===== src/rtl/divide.sv =====
// Sequential fixed-point fraction divider: quotient = dividend/divisor scaled so that
// all-ones means 1.0, produced by restoring division one bit per clock.
module divide #(
    parameter int unsigned DIVIDEND_WIDTH = 16,
    parameter int unsigned QUOTIENT_WIDTH = 8
) (
    input  logic                      clock,
    input  logic                      reset,
    input  logic                      start,
    input  logic [DIVIDEND_WIDTH-1:0] dividend,
    input  logic [DIVIDEND_WIDTH-1:0] divisor,
    output logic                      busy,
    output logic                      done,
    output logic [QUOTIENT_WIDTH-1:0] quotient
);

    localparam int unsigned REM_WIDTH = DIVIDEND_WIDTH + 1;
    localparam int unsigned CNT_WIDTH = $clog2(QUOTIENT_WIDTH + 1);
    localparam logic [QUOTIENT_WIDTH-1:0] Q_FULL = '1;

    typedef enum logic [1:0] {S_IDLE, S_RUN, S_FINISH} state_e;
    typedef enum logic [1:0] {C_NORM, C_ZERO, C_SAT} cls_e;

    state_e                    state_q, state_d;
    cls_e                      cls_q, cls_d;
    logic [DIVIDEND_WIDTH-1:0] divisor_q, divisor_d;
    logic [REM_WIDTH-1:0]      rem_q, rem_d;
    logic [QUOTIENT_WIDTH-1:0] shift_q, shift_d;
    logic [CNT_WIDTH-1:0]      count_q, count_d;
    logic                      busy_q, busy_d;
    logic                      done_q, done_d;
    logic [QUOTIENT_WIDTH-1:0] quotient_q, quotient_d;

    logic [REM_WIDTH-1:0]      rem_shift;
    logic [REM_WIDTH-1:0]      rem_sub;
    logic                      q_bit;

    // Next-state and datapath; the shifted-in remainder bit is always 1 (numerator offset by -1)
    always_comb begin
        state_d    = state_q;
        cls_d      = cls_q;
        divisor_d  = divisor_q;
        rem_d      = rem_q;
        shift_d    = shift_q;
        count_d    = count_q;
        busy_d     = busy_q;
        done_d     = 1'b0;
        quotient_d = quotient_q;

        rem_shift = {rem_q[REM_WIDTH-2:0], 1'b1};
        rem_sub   = rem_shift - REM_WIDTH'(divisor_q);
        q_bit     = (rem_shift >= REM_WIDTH'(divisor_q));

        case (state_q)
            S_IDLE: begin
                if (start) begin
                    divisor_d = divisor;
                    rem_d     = REM_WIDTH'(dividend) - REM_WIDTH'(1);
                    shift_d   = '0;
                    count_d   = '0;
                    busy_d    = 1'b1;
                    state_d   = S_RUN;
                    if (dividend == '0)
                        cls_d = C_ZERO;
                    else if ((divisor == '0) || (dividend >= divisor))
                        cls_d = C_SAT;
                    else
                        cls_d = C_NORM;
                end
            end
            S_RUN: begin
                // Special cases iterate too so that latency is constant
                rem_d   = q_bit ? rem_sub : rem_shift;
                shift_d = (shift_q << 1) | QUOTIENT_WIDTH'(q_bit);
                count_d = count_q + CNT_WIDTH'(1);
                if (count_q == CNT_WIDTH'(QUOTIENT_WIDTH - 1))
                    state_d = S_FINISH;
            end
            S_FINISH: begin
                case (cls_q)
                    C_ZERO:  quotient_d = '0;
                    C_SAT:   quotient_d = Q_FULL;
                    default: quotient_d = shift_q;
                endcase
                done_d  = 1'b1;
                busy_d  = 1'b0;
                state_d = S_IDLE;
            end
            default: begin
                busy_d  = 1'b0;
                state_d = S_IDLE;
            end
        endcase
    end

    always_ff @(posedge clock) begin
        if (reset) begin
            state_q    <= S_IDLE;
            cls_q      <= C_NORM;
            divisor_q  <= '0;
            rem_q      <= '0;
            shift_q    <= '0;
            count_q    <= '0;
            busy_q     <= 1'b0;
            done_q     <= 1'b0;
            quotient_q <= '0;
        end else begin
            state_q    <= state_d;
            cls_q      <= cls_d;
            divisor_q  <= divisor_d;
            rem_q      <= rem_d;
            shift_q    <= shift_d;
            count_q    <= count_d;
            busy_q     <= busy_d;
            done_q     <= done_d;
            quotient_q <= quotient_d;
        end
    end

    assign busy     = busy_q;
    assign done     = done_q;
    assign quotient = quotient_q;

endmodule


===== config.mk =====
export PLATFORM = sky130hd
export DESIGN_NAME = divide
export DESIGN_NICKNAME = d
export VERILOG_FILES = /design/src/rtl/divide.sv
export SDC_FILE = /design/constraint.sdc
export NUM_CORES = 1
export LEC_CHECK = 0
export CAP_MARGIN = 20
export CORE_AREA = 5 5 97 99
export DETAILED_ROUTE_END_ITERATION = 12
export DIE_AREA = 0 0 102 104
export PLACE_DENSITY = 0.79
export REMOVE_ABC_BUFFERS = 1
export SLEW_MARGIN = 15
export SYNTH_ARGS = -nofsm -noshare
export SYNTH_HDL_FRONTEND = slang
export SYNTH_SLANG_ARGS = --single-unit

===== constraint.sdc =====
create_clock -name clock -period 2.8 [get_ports clock]
set_clock_uncertainty 0.2 [all_clocks]
set_input_delay 0.42 -clock clock [delete_from_list [all_inputs] [get_ports clock]]
set_output_delay 0.42 -clock clock [all_outputs]
set_load 0.01 [all_outputs]

==> results of run 1 <==
## cell families (layout without fill, tap and decap cells)
group	count (synthesis)	count (layout)
adder cells (fa/ha/maj)	36	36
XOR/XNOR	19	19
multiplexers	3	3
buffers and inverters	65	137
AND/OR/NAND/NOR	188	188
AO/OA/AOI/OAI	154	154
flip-flops	58	58
## Yosys cell counts, drive strengths merged, types with 2 or more instances
cell | instances | share of area, %
nor4b | 2 | 0.43
nor4 | 12 | 2.2
a32o | 2 | 0.50
o41ai | 4 | 0.87
ha | 35 | 11
nor2b | 7 | 1.1
o221ai | 5 | 1.1
a2111oi | 3 | 0.80
a221o | 2 | 0.50
o21a | 2 | 0.37
buf | 7 | 1.2
xnor2 | 8 | 1.7
nand2b | 8 | 1.2
a22o | 8 | 1.7
nor3 | 17 | 2.2
nor3b | 3 | 0.56
o31a | 2 | 0.43
nand2 | 58 | 5.4
dfxtp | 58 | 29
inv | 39 | 3.6
or2 | 2 | 0.31
a22oi | 5 | 0.93
o21ai | 19 | 2.4
a21oi | 46 | 5.7
o211ai | 6 | 1.1
a211o | 5 | 1.1
nand3 | 13 | 1.6
a21o | 7 | 1.3
o31ai | 3 | 0.56
nand4 | 6 | 0.93
a211oi | 11 | 2.0
o311ai | 2 | 0.43
xor2 | 11 | 2.4
clkbuf | 19 | 1.8
and3 | 3 | 0.46
a221oi | 3 | 0.80
o21bai | 2 | 0.37
o22ai | 2 | 0.31
a31oi | 8 | 1.2
or4 | 3 | 0.65
mux2i | 3 | 0.74
nor2 | 51 | 4.7
## state kept, by name (all words and copies together) (netlist names)
signal / count
shift_q: 8
state_q: 2
rem_q: 16
done: 1
quotient: 8
count_q: 4
divisor_q: 16
cls_q: 2
busy: 1
## timing repair
action / 4_1_cts / 5_1_grt
resized for setup: 1 / 6
buffers inserted: 0 / 1
setup endpoints to repair: 1 / 14
pin swaps: 0 / 2
## layout make-up
class / count / area, um^2
flip-flops and latches: 58 / 1161
well taps: 108 / 135.1
inverters: 39 / 146.4
fillers: 731 / 3468
multi-input cells: 400 / 2641
clock buffers: 10 / 137.6
repair buffers: 82 / 733.2
clock inverters: 6 / 42.54
## routing by layer
layer	up-vias	share of wire [%]	wire (um)	track usage, %
met4	0	2.3	269	7.404
li1	2045	-	-	-
met3	23	6.2	738	3.823
met2	184	48	5713	35.93
met5	-	0	0	0
met1	1968	43	5169	30.59
## critical path, stage by stage (launching register included)
cell and delay (ps):
dfxtp_1 330, inv_1 40, ha_1 200, fa_1 390, nand2b_4 170, a211oi_2 190
buf_4 150, o211ai_1 150, nor4b_1 200, a2111oi_1 470, nor3_1 90
## power breakdown
| group | total (mW) | leakage, nW | internal (mW) | switching [mW] |
|---|---|---|---|---|
| logic | 1.49 | 1.52 | 0.638 | 0.851 |
| registers | 0.963 | 0.475 | 0.900 | 0.0631 |
| clock network | 0.716 | 0.0882 | 0.344 | 0.371 |
## through the flow
step                      TNS (ps)  cells  cell area, um^2  power (mW)
after floorplan             -23.84    497             3924       1.868
final                            0    703             4997       3.168
after detailed placement    -41.38    686             4785       2.380
after global placement      -7.745    686             4785       2.353
after global routing        -24.37    703             4997       3.351
after CTS                        0    702             4966       3.103
## how the worst max path moves through the flow
| stage | start | to | slack, ps | depth (start not counted) |
|---|---|---|---|---|
| floorplan | rem_q[0] | rem_q[0] | -20 | 9 |
| global placement | rem_q[0] | rem_q[15] | -8 | 10 |
| detailed placement | rem_q[0] | rem_q[15] | -40 | 10 |
| CTS | rem_q[0] | rem_q[15] | 2 | 10 |
| global route | rem_q[0] | rem_q[15] | -20 | 10 |
| finish | rem_q[0] | rem_q[15] | 70 | 10 |
==> impl_metrics.tcl, run 1 <==
set metrics [dict create \
    die_area_um2 10610 \
    clock_path_buffers 2 \
    rows 34 \
    grt.total_usage_pct 22.55 \
    crit_path_end_kind "flip-flop" \
    rsz0062_at_grt "true" \
    maxCapViolations 0 \
    rrSetupSlack_ps 70 \
    grt_overflow 0 \
    cts.hold.buffers_added 0 \
    p_per_area_nw_per_um2 633.9 \
    pin_count 45 \
    grt_max_degree 34 \
    critPathArrivalTime_ps 2740 \
    synthArstFlopShare_pct 0 \
    syn_area_um2 4044 \
    synth_xor_area_share_pct 4.115 \
    num_vias 4220 \
    r2r.worst_path.cells 10 \
    numCtsBuffers 9 \
    synth_fa_ha_area_share_pct 11.32 \
    holdPathEnd "divisor_q[15]" \
    final.min_clock_period_ps 2730 \
    dp_worst_setup_slack_ps -41.38 \
    layout-drive-gt1-share_pct 11.43 \
    ys_ff_latch 58 \
    setup_viol 0 \
    die_w_um 102 \
    timing.final.crit_share_pct 97.51 \
    cts_tree "yes" \
    synth_top_family_by_area "compound AO/OA/AOI/OAI gates" \
    final_common_cell "dfxtp_1" \
    holdPathStages 2 \
    whs_ps 259.6 \
    critPathKind "reg -> reg" \
    ys_warn_count 0 \
    leakage_nw 2.083 \
    die_h_um 104 \
    nets 661 \
    routedWlPerCell_um 16.91 \
    r2r-end "rem_q[15]" \
    routed_via_density 6.003 \
    clock-sinks 58 \
    grt_pass1_wl_um 19660 \
    avgSynthCellArea_um2 7.732 \
    setup_slack_ps 69.59 \
    final_cell_mix "58 x dfxtp_1, 57 x nand2_1, 51 x nor2_1" \
    synth_edf_count 0 \
    postLayoutCoreUtil_pct 59.03 \
    cp.required_ps 2810 \
    htreeDepth 3 \
    max_freq_mhz 366.2 \
    synthSimpleGateAreaFrac_pct 22.40 \
    cts_root_buf "clkbuf_8" \
    hold_path_class "reg -> reg" \
    area_growth_pct 23.58 \
    io_buffers 44 \
    hold_violations 0 \
    start_util_pct 47.77 \
    place_hpwl_um 9004 \
    gp_congestion 0.8979 \
    drt_wl_total_um 11890 \
    synth.distinct_cells 62 \
    clkTransAtPathRegs_ps 70 \
    grt_pass1_vias 4009 \
    seq_area_frac_synth_pct 28.71 \
    synth_top_flop_cell "dfxtp_1" \
    start_kind "flip-flop" \
    core-area_um2 8466 \
    diodes 0 \
    grt_antenna_before_repair 0 \
    remaining_drc_errors 0 \
    reg2reg_from "rem_q[0]" \
    status "complete, no violations" \
    synthMuxAreaShare_pct 0.7426 \
    firstDrtPassIters 6 \
    clk_latency_ps 340 \
    synth_compound_area_share_pct 26.11 \
    critPathMaxFanout 5 \
    worst_pin_slew_ps 514.7 \
    vdd_drop_max_v 0.0003203 \
    syn_inst 523 \
    hold_path.startpoint "divisor_q[15]" \
    drtIter0Drc 481 \
    report.final.slew_viol_count 0 \
    ant_nets 0 \
    slew_headroom_pct 65.32 \
]
(Power assumes the default switching activity.)
==> run 2, diff against run 1 <==
Settings changed: ABC_CLOCK_PERIOD_IN_PS set to 2800, CAP_MARGIN 20 to 10.
==> results of run 2 <==
The final DEF is identical to that of run 1; final timing and power are the same.
